[src/rtl/g15_timing_pkg.sv]
// Shared definitions for the G-15 drum timing generator: default geometry,
// FSM states, bit/word index types and the bundle of word-time phase signals.
package g15_timing_pkg;

    localparam int DEFAULT_BITS_PER_WORD  = 29;
    localparam int DEFAULT_WORDS_PER_LINE = 108;

    typedef enum logic {
        SEARCH,
        LOCKED
    } timing_state_t;

    typedef logic [4:0] bit_t;
    typedef logic [6:0] word_t;

    typedef struct packed {
        logic t0;
        logic t1;
        logic t2;
        logic t13;
        logic t21;
        logic t28;
        logic t29;
        logic te;
        logic tf;
        logic ts;
    } phase_t;

endpackage

[src/rtl/timing_decode.sv]
// Combinational decode of a bit/word position into the CPU word-time phases.
// The caller registers the result and qualifies it with the lock state.
module timing_decode
    import g15_timing_pkg::*;
#(
    parameter int BITS_PER_WORD  = DEFAULT_BITS_PER_WORD,
    parameter int WORDS_PER_LINE = DEFAULT_WORDS_PER_LINE
) (
    input  logic [4:0] bit_num,
    input  logic [6:0] word_num,
    output phase_t     phase
);

    localparam bit_t  LAST_BIT  = bit_t'(BITS_PER_WORD - 1);
    localparam word_t LAST_WORD = word_t'(WORDS_PER_LINE - 1);

    // T29 marks the last bit of the odd word, i.e. the end of a double-word pair
    always_comb begin
        phase     = '0;
        phase.t0  = (bit_num == bit_t'(0));
        phase.t1  = (bit_num == bit_t'(1));
        phase.t2  = (bit_num == bit_t'(2));
        phase.t13 = (bit_num == bit_t'(13));
        phase.t21 = (bit_num == bit_t'(21));
        phase.t28 = (bit_num == LAST_BIT);
        phase.t29 = (bit_num == LAST_BIT) && word_num[0];
        phase.te  = !word_num[0];
        phase.tf  = (word_num == LAST_WORD);
        phase.ts  = (bit_num == bit_t'(1));
    end

endmodule

[src/rtl/timing_gen.sv]
// Drum timing generator: counts bit times on BIT_EN, locks to the drum origin
// mark and drives registered word-time phases, word/bit address and sync status.
module timing_gen
    import g15_timing_pkg::*;
#(
    parameter int BITS_PER_WORD  = DEFAULT_BITS_PER_WORD,
    parameter int WORDS_PER_LINE = DEFAULT_WORDS_PER_LINE
) (
    input  logic       CLOCK,
    input  logic       rst_n,
    input  logic       BIT_EN,
    input  logic       ORIGIN,
    output logic       T0,
    output logic       T1,
    output logic       T2,
    output logic       T13,
    output logic       T21,
    output logic       T28,
    output logic       T29,
    output logic       TE,
    output logic       TF,
    output logic       TS,
    output logic [6:0] WORD,
    output logic [4:0] BIT,
    output logic       LOCKED,
    output logic       SYNC_ERR
);

    localparam bit_t  LAST_BIT  = bit_t'(BITS_PER_WORD - 1);
    localparam word_t LAST_WORD = word_t'(WORDS_PER_LINE - 1);

    timing_state_t state, state_n;
    bit_t          bit_cnt, bit_n;
    word_t         word_cnt, word_n;
    logic          sync_err, sync_err_n;
    phase_t        phase_d, phase_q;
    logic          at_origin;

    assign at_origin = (bit_cnt == LAST_BIT) && (word_cnt == LAST_WORD);

    // An ORIGIN anywhere but the last bit of the last word resyncs the counters
    // to the mark and latches the error; the normal wrap covers the expected case.
    always_comb begin
        state_n    = state;
        bit_n      = bit_cnt;
        word_n     = word_cnt;
        sync_err_n = sync_err;
        if (BIT_EN) begin
            if (state == g15_timing_pkg::SEARCH) begin
                if (ORIGIN) begin
                    bit_n   = '0;
                    word_n  = '0;
                    state_n = g15_timing_pkg::LOCKED;
                end
            end else if (ORIGIN && !at_origin) begin
                bit_n      = '0;
                word_n     = '0;
                sync_err_n = 1'b1;
            end else if (bit_cnt == LAST_BIT) begin
                bit_n  = '0;
                word_n = (word_cnt == LAST_WORD) ? '0 : word_cnt + 1'b1;
            end else begin
                bit_n = bit_cnt + 1'b1;
            end
        end
    end

    timing_decode #(
        .BITS_PER_WORD (BITS_PER_WORD),
        .WORDS_PER_LINE(WORDS_PER_LINE)
    ) u_decode (
        .bit_num (bit_n),
        .word_num(word_n),
        .phase   (phase_d)
    );

    // Phases are decoded from the next-state counts so they move with BIT/WORD
    always_ff @(posedge CLOCK or negedge rst_n) begin
        if (!rst_n) begin
            state    <= g15_timing_pkg::SEARCH;
            bit_cnt  <= '0;
            word_cnt <= '0;
            sync_err <= 1'b0;
            phase_q  <= '0;
        end else begin
            state    <= state_n;
            bit_cnt  <= bit_n;
            word_cnt <= word_n;
            sync_err <= sync_err_n;
            phase_q  <= (state_n == g15_timing_pkg::LOCKED) ? phase_d : '0;
        end
    end

    assign T0       = phase_q.t0;
    assign T1       = phase_q.t1;
    assign T2       = phase_q.t2;
    assign T13      = phase_q.t13;
    assign T21      = phase_q.t21;
    assign T28      = phase_q.t28;
    assign T29      = phase_q.t29;
    assign TE       = phase_q.te;
    assign TF       = phase_q.tf;
    assign TS       = phase_q.ts;
    assign WORD     = word_cnt;
    assign BIT      = bit_cnt;
    assign LOCKED   = (state == g15_timing_pkg::LOCKED);
    assign SYNC_ERR = sync_err;

endmodule

[config.mk]
export PLATFORM = sky130hd
export DESIGN_NAME = timing_gen
export DESIGN_NICKNAME = d
export VERILOG_FILES = /design/src/rtl/g15_timing_pkg.sv /design/src/rtl/timing_decode.sv /design/src/rtl/timing_gen.sv
export SDC_FILE = /design/constraint.sdc
export NUM_CORES = 1
export LEC_CHECK = 0
export CORE_MARGIN = 2
export CORE_UTILIZATION = 35
export CTS_CLUSTER_DIAMETER = 60
export DETAILED_ROUTE_END_ITERATION = 8
export DONT_BUFFER_PORTS = 1
export GPL_TIMING_DRIVEN = 0
export PLACE_DENSITY_LB_ADDON = 0.25
export SLEW_MARGIN = 10
export SYNTH_ARGS = -nofsm -noshare
export SYNTH_HDL_FRONTEND = slang
export SYNTH_SLANG_ARGS = --single-unit
[constraint.sdc]
create_clock -name CLOCK -period 3.4 [get_ports CLOCK]
set_input_delay 0.34 -clock CLOCK [delete_from_list [all_inputs] [get_ports CLOCK]]
set_output_delay 0.34 -clock CLOCK [all_outputs]
set_load 0.1 [all_outputs]
### Word-level counts from Yosys, hierarchy flattened

Index checks and enable logic that the tools add are counted.

* flip-flop bits (word level): 24
* input bits: 4
* output and inout port bits: 24
* word-level logic and storage cells: 46

* add/sub/neg operators: 2
* equality and inequality tests: 8
* muxes and demuxes: 15
* reductions and logical operators: 7

Operators with widths (number)
* $mux 7: 6
* $mux 5: 5
* $eq 5x5->1 const B: 3
* $eq 7x7->1 const B: 2
* $mux 10: 1
* $add 7x1->7 const B: 1
* $add 5x1->5 const B: 1
* $eq 5x1->1 const B: 1
* $eq 5x2->1 const B: 1
* $eq 5x4->1 const B: 1
* $logic_not 5->1: 1
* $logic_and 1x1->1: 3
* $mux 1: 3
* $reduce_and 3->1: 1
* $logic_not 1->1: 2

### Depth between registers and ports, before layout

Gate-level depths: netlist of the first run.

* depth after elaboration: 10
* depth in mapped cells: 8
* mapped depth without buffers: 7

### Modules after synthesis

Synthesis of the first run repeated with hierarchy kept, for this count alone.

* cells, all modules: 117
* area, all modules: 1188.6 um^2

Modules (own cells, without submodules)
* timing_gen: instances 1, cells each 100, area an instance 1087.3 um^2, seq. area each 600.6 um^2
* timing_decode: instances 1, cells each 17, area an instance 101.3 um^2, seq. area each 0.0 um^2

### Least setup slack after synthesis of the first run

Ideal clock, no wire load.

* path type: register to register
* start point: register bit_cnt[0] (netlist: BIT[0])
* end point: register phase_q (netlist bit TF)
* library setup time: 0.095 ns
* arrival time: 2.518 ns
* data required time: 3.305 ns
* setup slack: 0.787 ns
* cell stages (with the launch flop): 8
* buffers on the path: 0
* clock period less this slack: 2.613 ns
* cells stage by stage: dfrtp_1 -> inv_1 -> ha_1 -> and4_1 -> nor2_1 -> o21ai_0 -> a221o_1 -> nor4b_2

* longest elaborated chain between the ends: 9
* elaborated cells between the ends (all ways): 10
* classes of those cells: 2 x eq/ne; 5 x mux; 3 x reduce/logical

Ends and longest elaborated chain
* from (decl): line timing_gen.sv:33 `bit_t bit_cnt, bit_n;`
* from (signal assigned): line timing_gen.sv:87 `bit_cnt <= bit_n;`
* $eq 5x5->1 (*): line timing_gen.sv:39, timing_gen.sv:59
* $logic_and 1x1->1: line timing_gen.sv:39 `assign at_origin = (bit_cnt == LAST_BIT) && (word_cnt == LAST_WORD);`
* $logic_not 1->1: line timing_gen.sv:55 `end else if (ORIGIN && !at_origin) begin`
* $logic_and 1x1->1: line timing_gen.sv:55
* $mux 7 (*): line timing_gen.sv:55
* $mux 7 (*): line timing_gen.sv:49 `if (state == g15_timing_pkg::SEARCH) begin`
* $mux 7 (*): line timing_gen.sv:48 `if (BIT_EN) begin`
* $eq 7x7->1 (*): line timing_decode.sv:28 `phase.tf = (word_num == LAST_WORD);`
* $mux 10 (*): line timing_gen.sv:90 `phase_q <= (state_n == g15_timing_pkg::LOCKED) ? phase_d : '0;`
* to (signal assigned): line timing_gen.sv:90
* to (decl): line timing_gen.sv:36 `phase_t phase_d, phase_q;`

Mark *: on every way between the ends. The rest lies on a longest branch, timed or not.
A chain may end at the register's enable or synchronous reset.

### Worst setup path in the final report of the first run

Same ends and word-level chain as after synthesis.

==> results of run 1 <==
[layout by cell type, fill, tap and decap left out, drive strengths merged, types with 2 or more instances in the layout]
cell type,n
a21oi,2
a31oi,2
and2,2
buf,7
clkbuf,4
dfrtp,23
ha,3
inv,8
nand2,11
nand2b,4
nand3,5
nand3b,2
nand4,3
nand4b,3
nor2,10
nor3,6
nor4,3
o211ai,3
o21ai,9
xor2,2
[critical path, stage by stage, from the launching register on]
cell     delay [ns]
dfrtp_1        1.03
inv_1          0.20
ha_1           0.30
and4_1         0.25
nor2_1         0.23
o21ai_0        0.14
a221o_1        0.39
nor4b_2        0.24
[where the power goes]
part / switching (mW) / internal, mW / leakage (nW)
clock network: 0.0858 / 0.0459 / 0.0150
registers: 0.0919 / 0.282 / 0.299
logic: 0.0536 / 0.0263 / 0.271
[cell type report]
cell class                 instances  area (sq um)  share of cell area [%]
buffer                             7          48.8                    3.56
inverter                           8          30.0                    2.19
multi-input combinational         89           622                    45.4
sequential                        23           576                    42.0
clock buffer                       4          26.3                    1.92
tap                               46          57.6                    4.20
timing repair buffer               1          10.0                   0.731
[per-stage QoR]
step	utilization (%)	setup WS [ns]	total power [mW]	cells	hold slack [ns]
finish	40.1	0.526	0.586	178	0.269
floorplan	-	0.787	0.439	127	0.0444
global route	40.1	0.305	0.615	178	0.256
detailed placement	39.0	0.551	0.453	173	0.0451
global placement	39.0	0.574	0.452	173	0.0450
CTS	40.1	0.525	0.592	178	0.265
[final timing paths]
kind | start | end | slack [ns] | cells past startpoint
worst max-delay path | BIT[0] | TF | 0.53 | 7
worst min-delay path | ORIGIN | SYNC_ERR | 0.27 | 3
worst max register to register | BIT[0] | TF | 0.53 | 7
worst min register to register | SYNC_ERR | SYNC_ERR | 1.10 | 1
max in group asynchronous | rst_n | T0 | 2.15 | 1
min in group asynchronous | rst_n | WORD[2] | 0.63 | 1
[per-layer routing]
metal	GRT usage (%)	wire, microns
met5	0	0
met4	5.05	36
met3	4.05	154
met2	25.8	1380
met1	20.3	1350
[kinds of logic (layout without fill, tap and decap cells)]
group,after synthesis,in the layout,synth area share (%)
xor+xnor,3,3,2.06
flops,23,23,45.1
fa+ha+maj,3,3,2.94
simple gates,55,55,26.5
mux,1,1,0.882
buf+inv,15,20,6.18
compound gates,27,27,16.4
[flip-flops by register name, summed over array words and instances, names as in the netlist]
| name | flops |
|---|---|
| WORD | 7 |
| BIT | 5 |
| LOCKED | 1 |
| SYNC_ERR | 1 |
| T0 | 1 |
| T1 | 1 |
| T13 | 1 |
| T2 | 1 |
| T21 | 1 |
| T28 | 1 |
| T29 | 1 |
| TE | 1 |
| TF | 1 |
[repair_timing]
| item | in CTS | in global routing |
|---|---|---|
| buffers inserted | 0 | 0 |
| hold endpoints to repair | 23 | 0 |
| hold buffers | 1 | 0 |
==> results by group, run 1 <==
Yosys
  – Yosys top cell area share: a little under half
  – Synth async-reset ratio: 100%
  – Syn avg cell area: ~10 sq um
  – Cell area after synthesis: between 0.001 and 0.0015 sq mm
  – Synth warn: 0
  – Synth cell types: between 40 and 50
  – Top post-synthesis cells by count: dfrtp_1, nand2_1, nor2_1, inv_1, o21ai_0
  – Synth top area cells: dfrtp_1, nand2_1, o21ai_0
  – Syn Inst Count: ~130
  – Most common cell in the netlist: dfrtp_1
  – #FFs+latches synth: 23
  – Sequential area share after synthesis: between 40% and 50%
  – Syn_nets: 134
  – Synth Flop Type: dfrtp_1
  – Post-synth EDFFs: 0
  – Dominant cell type by area after synthesis: dfrtp_1

Critical path
  – Required time of the worst setup path: ~3.6 ns
  – Crit path capture type: register
  – Worst Setup Path Type: reg -> reg
  – Crit path DAT: approximately 3.1 ns
  – Worst-path maximum fanout: 5
  – Crit path launch type: register

Run status
  – Status: complete, no violations

Floorplan
  – Rows: 21
  – Die ar.: ~0.0041 sq mm
  – Core Region: ~0.0034 sq mm
  – Die width: approximately 64 microns
  – Starting density of the core: a little under two fifths
  – I/O Pins: 28
  – Die Y: about 64 microns

Power and ir drop
  – PD cells: roughly 430 mW/mm^2
  – VDD IR-drop max: about 0.33 mV
  – Leak: a little under 0.6 nW

STA
  – Fin Setup TNS: 0 ns
  – Relative slew slack: 27.4%
  – Hold Fails Final Rpt: 0
  – Setup violations, final: 0
  – RSZ-0062 raised after global routing: false
  – Fin. max-slew vios: 0
  – Tightest Pin Transition: between 1 and 1.5 ns
  – Part of the cycle the worst path needs: a little over four fifths
  – Final Skew: ~0.013 ns
  – Post-layout min period: around 2.9 ns
  – Fmax: ~0.35 GHz

Final layout
  – Antenna cell count: 0
  – Area growth, synth to finish: 7.35%
  – Share of post-route cells with drive strength above 1: between 10% and 20%
  – Fin nets: 140
  – Finished Cell Area: between 0.001 and 0.0015 sq mm
  – Layout filler cell count: approximately 360

Drt
  – Final ANT Viol Nets: 0
  – Vias: around 1000
  – Vias per inst: roughly 5.7
  – Iter 0 DRT Violations: 28
  – DRC: 0
  – Drt pass-1 iters: 4
  – Per-cell routed wire length: about 16 microns
  – Routed Wire Length: 2.93 mm

GRT
  – Grt ovf: 0
  – First-pass GRT wire length: 5.04 mm
  – Largest net degree at the start of global routing: 24
  – Global Route Usage Sum: 15.8%
  – Vias in the first global route: 987
  – Antenna violations before repair: 0

Clocking
  – Clk pin slew, worst setup/hold paths: approximately 0.14 ns
  – Worst-skew pair later-pin latency: 0.32 ns
  – Num CTS Buffers: 3
  – Clock sink count: 23
  – CTS tree: built
  – Max Buffers Root-to-Sink: 2
  – Clock root buffer: clkbuf_4
  – H-tree depth: 1
  – Post_cts resized: 0

Flow run
  – Max Cap Violations: 0

Place
  – Final HPWL DP: ~2.1 mm
  – Routability congestion estimate from global placement: between 0.8 and 0.9
  – Dpl cell area: roughly 0.0013 sq mm
  – PortBufs: 0

Min path
  – Hold/Removal Path Class: in -> reg
Note: power is estimated with default switching activity, not from simulation.
==> run 2: changes to the inputs <==
==> constraint.sdc (replaced) <==
create_clock -name CLOCK -period 2.9 [get_ports CLOCK]
set_input_delay 0.29 -clock CLOCK [delete_from_list [all_inputs] [get_ports CLOCK]]
set_output_delay 0.29 -clock CLOCK [all_outputs]
set_load 0.1 [all_outputs]
==> run 2 against run 1 <==
Clock power grew 17%. Fmax rose by 6.7%. Clock-buffer cell count did not move. Final cell count stayed put. Flip-flop and latch count is the same. Power increased by 17%. Via count unchanged. Combinational power up 17%. Critical path type unchanged.
==> results by group, run 2 (same netlist as run 1, synthesis figures left out) <==
Power and ir drop
  – Internal: 0.416 mW (was 0.354 mW)
  – Switch share: 39.5% (about the same)
  – Register share of total power: 63.9% (about the same)
  – VDD IR-drop max: 0.383 mV (was 0.326 mV)
  – Leak: 0.583 nW (was 0.585 nW)
  – Power Total: 0.687 mW (was 0.586 mW)
  – Psw: 0.271 mW (was 0.231 mW)
  – Comb power frac: 13.6% (about the same)
  – Clock Power Share: 22.5% (about the same)
  – PD cells: 501 mW/mm^2 (was 427 mW/mm^2)

Critical path
  – Crit path capture type: register (unchanged)
  – RR Startpoint: LOCKED (was BIT[0])
  – Cells on worst reg2reg path: 6 (was 7)
  – R2R setup slack: 0.21 ns (was 0.53 ns)
  – Worst Setup Path Type: reg -> reg (unchanged)
  – Crit path launch type: register (unchanged)
  – CP cell instances: buf_2, nand2_1, or3_1, a31oi_1, nand4_1, nor3_2 (was inv_1, ha_1, and4_1, nor2_1, o21ai_0, a221o_1, nor4b_2)
  – Capturing point of the worst reg2reg path: T2 (was TF)
  – Required time of the worst setup path: 3.14 ns (was 3.63 ns)
  – Worst-path maximum fanout: 7 (was 5)
  – CP max stage cell: dfrtp_1 (unchanged)
  – Crit path DAT: 2.93 ns (was 3.10 ns)
  – Max stage delay on crit path: 0.95 ns (was 1.03 ns)
  – CP top delay family: flip-flops (unchanged)
  – Bufs and invs on worst path: 1 (unchanged)

Final layout
  – Commonest non-fill, non-tap cell in the layout: dfrtp_1 (unchanged)
  – Largest register FFs: 7 (unchanged)
  – Antenna cell count: 0 (unchanged)
  – Most frequent cells in the layout: dfrtp_1, nand2_1, nor2_1 (unchanged)
  – Area growth, synth to finish: 7.55% (was 7.35%)
  – Utilization after layout: 40.2% (was 40.1%)
  – Non-Filler Instances: 178 (unchanged)
  – Finished Cell Area: 0.00137 sq mm (about the same)
  – Share of post-route cells with drive strength above 1: 18.2% (was 16.7%)
  – Fin nets: 140 (unchanged)
  – Layout filler cell count: 356 (was 355)

STA
  – RSZ-0062 raised after global routing: false (unchanged)
  – Part of the cycle the worst path needs: 92.9% (was 84.5%)
  – Post-layout min period: 2.69 ns (was 2.87 ns)
  – WHS: 0.219 ns (was 0.269 ns)
  – Tightest Pin Transition: 1.09 ns (about the same)
  – Setup violations, final: 0 (unchanged)
  – Relative slew slack: 27.4% (unchanged)
  – Fin. max-slew vios: 0 (unchanged)
  – Final WS setup: 0.206 ns (was 0.526 ns)
  – Fin Setup TNS: 0 ns (unchanged)
  – Fmax: 0.371 GHz (was 0.348 GHz)
  – Final Skew: 0.0127 ns (about the same)
  – Hold Fails Final Rpt: 0 (unchanged)

Drt
  – Drt pass-1 iters: 4 (unchanged)
  – Final ANT Viol Nets: 0 (unchanged)
  – Vias per inst: 5.66 (unchanged)
  – Routed Wire Length: 2.93 mm (unchanged)
  – Per-cell routed wire length: 16.5 microns (unchanged)
  – Iter 0 DRT Violations: 28 (unchanged)
  – Vias: 1007 (unchanged)
  – DRC: 0 (unchanged)

Clocking
  – Num CTS Buffers: 3 (unchanged)
  – Worst-skew pair later-pin latency: 0.32 ns (about the same)
  – Max Buffers Root-to-Sink: 2 (unchanged)
  – Clock root buffer: clkbuf_4 (unchanged)
  – CTS tree: built (unchanged)
  – H-tree depth: 1 (unchanged)
  – Clock sink count: 23 (unchanged)
  – Clk pin slew, worst setup/hold paths: 0.14 ns (about the same)

Place
  – Final HPWL DP: 2.15 mm (unchanged)
  – Routability congestion estimate from global placement: 0.833 (unchanged)
  – Place WS: 0.0507 ns (was 0.551 ns)
  – Dpl cell area: 0.00133 sq mm (unchanged)
  – Placed cell count: 173 (unchanged)
  – PortBufs: 0 (unchanged)

GRT
  – Antenna violations before repair: 0 (unchanged)
  – Largest net degree at the start of global routing: 24 (unchanged)
  – Global Route Usage Sum: 15.8% (unchanged)
  – Vias in the first global route: 987 (unchanged)
  – Grt ovf: 0 (unchanged)
  – First-pass GRT wire length: 5.04 mm (unchanged)

Min path
  – Hold/Removal Path Class: in -> reg (unchanged)
  – Hold endpoint: SYNC_ERR (unchanged)
  – Hold path start: ORIGIN (unchanged)
  – Hold Path Cell Cnt: 3 (unchanged)

Flow run
  – Max Cap Violations: 0 (unchanged)

Floorplan
  – Die width: 64.4 microns (unchanged)
  – Rows: 21 (unchanged)
  – I/O Pins: 28 (unchanged)
  – Starting density of the core: 37.4% (unchanged)
  – Core Region: 0.00342 sq mm (unchanged)
  – Die Y: 64.4 microns (unchanged)
  – Die ar.: 0.00415 sq mm (unchanged)

Run status
  – Status: complete, no violations (unchanged)
[run 2: power groups by stage]
stage / clock network [mW] / logic (mW) / registers, mW
after global routing: 0.176 / 0.104 / 0.442
after global placement: 0 / 0.0850 / 0.444
final: 0.154 / 0.0935 / 0.439
after CTS: 0.161 / 0.0946 / 0.439
after detailed placement: 0 / 0.0857 / 0.445
after floorplan: 0 / 0.0747 / 0.441
[run 2: layout make-up]
class	instances	area, sq um	share of cell area, %
Multi-Input combinational cell	89	622	45.3
Sequential cell	23	578	42.1
Clock buffer	4	26.3	1.91
Timing Repair Buffer	1	10.0	0.729
Inverter	8	30.0	2.19
Tap cell	46	57.6	4.19
Buffer	7	48.8	3.56
[run 2: worst max path at each step]
stage	start	endpoint	slack [ns]	cells past startpoint
3_5_place_dp	BIT[0]	TF	0.05	7
4_1_cts	BIT[0]	TF	0.03	7
2_1_floorplan	BIT[0]	TF	0.29	7
3_3_place_gp	BIT[0]	TF	0.07	7
5_1_grt	LOCKED	T1	0.05	6
6_report	LOCKED	T2	0.21	6
[run 2: layer usage]
layer / vias up / track usage, % / part of all wire (%)
met2: 31 / 25.8 / 47
met1: 495 / 20.3 / 46
met5: - / 0 / 0
li1: 477 / - / -
met3: 4 / 4.05 / 5.3
met4: 0 / 5.05 / 1.2
[run 2: timing repair]
action | CTS | global route
buffers inserted | 0 | 0
setup endpoints to repair | 0 | 3
endpoints found under the hold margin | 23 | 0
hold buffers | 1 | 0
resized for setup | 0 | 2
[run 2: tightest hold or removal path, cell delays in order]
cell	delay, ns
buf_6	0.11
nand3_1	0.06
o21bai_1	0.05
==> run 3: changes to the inputs <==
--- a/config.mk
+++ b/config.mk
@@ -5,12 +5,14 @@
 export SDC_FILE = /design/constraint.sdc
 export NUM_CORES = 1
 export LEC_CHECK = 0
+export ABC_AREA = 1
 export CORE_MARGIN = 2
 export CORE_UTILIZATION = 35
 export CTS_CLUSTER_DIAMETER = 60
 export DETAILED_ROUTE_END_ITERATION = 8
 export DONT_BUFFER_PORTS = 1
 export GPL_TIMING_DRIVEN = 0
+export HOLD_SLACK_MARGIN = 0.15
 export PLACE_DENSITY_LB_ADDON = 0.25
 export SLEW_MARGIN = 10
 export SYNTH_ARGS = -nofsm -noshare
==> run 3 against run 2 <==
Die area grew 3.6%. Global-route usage shrank 1.9 points. Fmax grew 7.2%. Critical endpoint is now T13. Highest routed layer unchanged.
==> results by group, run 3 <==
Yosys
  – Most common cell in the netlist: nand2_1 (was dfrtp_1)
  – Sequential area share after synthesis: 43.4% (was 45.1%)
  – Synth Flop Type: dfrtp_1 (unchanged)
  – Dominant cell type by area after synthesis: dfrtp_1 (unchanged)
  – Yosys top cell area share: 43.4% (was 45.1%)
  – Syn_nets: 164 (was 134)
  – Synth async-reset ratio: 100% (unchanged)
  – Syn Inst Count: 157 (was 127)
  – Synth warn: 0 (unchanged)
  – Synth cell types: 27 (was 47)
  – Top post-synthesis cells by count: nand2_1, dfrtp_1, inv_1, nor2_1, nand2_2 (was dfrtp_1, nand2_1, nor2_1, inv_1, o21ai_0)
  – Synth top area cells: dfrtp_1, nand2_1, nand2_2 (was dfrtp_1, nand2_1, o21ai_0)
  – Cell area after synthesis: 0.00133 sq mm (was 0.00128 sq mm)
  – Syn avg cell area: 8.44 sq um (was 10.0 sq um)
  – Post-synth EDFFs: 0 (unchanged)
  – #FFs+latches synth: 23 (unchanged)

Critical path
  – CP cell instances: ha_1, nand2_1, nor2_1, nand3_2, nand2_1, nand4_1, nand2_1, nand2_1, nand2_1, nor2_1 (was buf_2, nand2_1, or3_1, a31oi_1, nand4_1, nor3_2)
  – Required time of the worst setup path: 3.05 ns (was 3.14 ns)
  – Worst Setup Path Type: reg -> reg (unchanged)
  – Worst-path maximum fanout: 5 (was 7)
  – CP max stage cell: dfrtp_1 (unchanged)
  – Max stage delay on crit path: 1.02 ns (was 0.95 ns)
  – Crit path launch type: register (unchanged)
  – CP most frequent cell: nand2_1
  – Crit path DAT: 2.67 ns (was 2.93 ns)
  – Crit path capture type: register (unchanged)

STA
  – Relative slew slack: 30.6% (was 27.4%)
  – Fin. max-slew vios: 0 (unchanged)
  – Part of the cycle the worst path needs: 86.7% (was 92.9%)
  – Hold Fails Final Rpt: 0 (unchanged)
  – Tightest Pin Transition: 1.04 ns (was 1.09 ns)
  – RSZ-0062 raised after global routing: false (unchanged)
  – Fmax: 0.398 GHz (was 0.371 GHz)
  – Fin Setup TNS: 0 ns (unchanged)
  – Final WS setup: 0.387 ns (was 0.206 ns)
  – Post-layout min period: 2.51 ns (was 2.69 ns)
  – Setup violations, final: 0 (unchanged)
  – Final Skew: 0.00696 ns (was 0.0127 ns)

Drt
  – Vias per inst: 4.73 (was 5.66)
  – Drt pass-1 iters: 4 (unchanged)
  – Final ANT Viol Nets: 0 (unchanged)
  – Vias: 993 (was 1007)
  – Per-cell routed wire length: 12.8 microns (was 16.5 microns)
  – DRC: 0 (unchanged)
  – Iter 0 DRT Violations: 31 (was 28)
  – Routed Wire Length: 2.70 mm (was 2.93 mm)

Final layout
  – Antenna cell count: 0 (unchanged)
  – Finished Cell Area: 0.00144 sq mm (was 0.00137 sq mm)
  – Fin nets: 170 (was 140)
  – Share of post-route cells with drive strength above 1: 27.2% (was 18.2%)
  – Non-Filler Instances: 210 (was 178)
  – Most frequent cells in the layout: nand2_1, dfrtp_1, inv_1 (was dfrtp_1, nand2_1, nor2_1)
  – Commonest non-fill, non-tap cell in the layout: nand2_1 (was dfrtp_1)
  – Area growth, synth to finish: 8.78% (was 7.55%)
  – Largest register FFs: 7 (unchanged)

Place
  – Routability congestion estimate from global placement: 0.803 (was 0.833)
  – Final HPWL DP: 2.06 mm (was 2.15 mm)
  – Placed cell count: 205 (was 173)
  – Place WS: 0.389 ns (was 0.0507 ns)
  – PortBufs: 0 (unchanged)
  – Dpl cell area: 0.00139 sq mm (was 0.00133 sq mm)

Power and ir drop
  – Switch share: 41.1% (was 39.5%)
  – PD cells: 543 mW/mm^2 (was 501 mW/mm^2)
  – Internal: 0.461 mW (was 0.416 mW)
  – Register share of total power: 60.1% (was 63.9%)
  – Power Total: 0.783 mW (was 0.687 mW)
  – VDD IR-drop max: 0.309 mV (was 0.383 mV)
  – Psw: 0.322 mW (was 0.271 mW)
  – Comb power frac: 14.0% (was 13.6%)
  – Clock Power Share: 25.9% (was 22.5%)
  – Leak: 0.661 nW (was 0.583 nW)

Floorplan
  – Die ar.: 0.00429 sq mm (was 0.00415 sq mm)
  – Die Y: 65.5 microns (was 64.4 microns)
  – Rows: 22 (was 21)
  – Starting density of the core: 36.2% (was 37.4%)
  – Core Region: 0.00366 sq mm (was 0.00342 sq mm)
  – I/O Pins: 28 (unchanged)
  – Die width: 65.5 microns (was 64.4 microns)

Clocking
  – H-tree depth: 1 (unchanged)
  – CTS tree: built (unchanged)
  – Num CTS Buffers: 3 (unchanged)
  – Postcts setup bufs: 0 (unchanged)
  – Clock root buffer: clkbuf_8 (was clkbuf_4)
  – Clock sink count: 23 (unchanged)
  – Max Buffers Root-to-Sink: 2 (unchanged)
  – Clk pin slew, worst setup/hold paths: 0.09 ns (was 0.14 ns)
  – Worst-skew pair later-pin latency: 0.26 ns (was 0.32 ns)
  – Post_cts resized: 0 (unchanged)

Run status
  – Status: complete, no violations (unchanged)

GRT
  – Vias in the first global route: 1011 (was 987)
  – First-pass GRT wire length: 4.57 mm (was 5.04 mm)
  – Antenna violations before repair: 0 (unchanged)
  – Largest net degree at the start of global routing: 24 (unchanged)
  – Grt ovf: 0 (unchanged)
  – Global Route Usage Sum: 13.9% (was 15.8%)

Min path
  – Hold/Removal Path Class: in -> reg (unchanged)

Flow run
  – Max Cap Violations: 0 (unchanged)
-- run 3: logic make-up after synthesis --
logic type	after synthesis	synth area share [%]
AOI/OAI and AO/OA	10	6.23
xor gates and xnor gates	2	1.32
adders and majority gates	3	2.83
buffers and inverters	26	8.22
DFF	23	43.4
and+or+nand+nor	93	38.0
-- run 3: routing by layer --
metal	GRT usage (%)	share of wire [%]
met5	0	0
met4	3.91	0.56
met3	3.94	5.6
met2	24.5	51
met1	16.3	43
-- run 3: timing repair --
item                       in CTS  in global routing
hold endpoints to repair       23                  0
hold buffers                    1                  0
setup endpoints to repair       0                  0
-- run 3: final timing paths --
| path | start | endpoint | slack (ns) | cells after the start |
|---|---|---|---|---|
| setup / recovery | WORD[0] | T13 | 0.39 | 10 |
| setup reg to reg | WORD[0] | T13 | 0.39 | 10 |
| hold / removal | ORIGIN | SYNC_ERR | 0.20 | 2 |
| min in group asynchronous | rst_n | WORD[1] | 0.65 | 1 |
| max in group asynchronous | rst_n | BIT[3] | 1.62 | 1 |
| hold reg to reg | SYNC_ERR | SYNC_ERR | 1.10 | 1 |
-- run 3: per-stage QoR --
stage                     hold WS [ns]  utilization, %
after floorplan               -0.00559               -
after global placement        -0.00506            37.8
after detailed placement      -0.00502            37.8
after CTS                        0.197            39.4
after global routing             0.193            39.4
final                            0.201            39.4
-- run 3: worst max-delay path, delay by kind of cell (launching register included) --
family	cells	cell delay [ns]
AND/OR/NAND/NOR	9	1.00
flip-flops	1	1.02
adder cells (fa/ha/maj)	1	0.36
-- run 3: cell type report --
cell class | count | area (sq um)
fillers | 387 | 2220
clock inverters | 1 | 5.00
flip-flops and latches | 23 | 576
repair buffers | 1 | 10.0
clock buffers | 3 | 41.3
multi-input cells | 108 | 641
well taps | 48 | 60.1
inverters | 24 | 90.1
plain buffers | 2 | 18.8
-- run 3: power by group through the flow --
stage	logic, mW	clock network [mW]	registers (mW)
after floorplan	0.0904	0	0.474
after global placement	0.102	0	0.479
after detailed placement	0.104	0	0.478
after CTS	0.112	0.212	0.472
after global routing	0.123	0.226	0.473
final	0.110	0.203	0.471
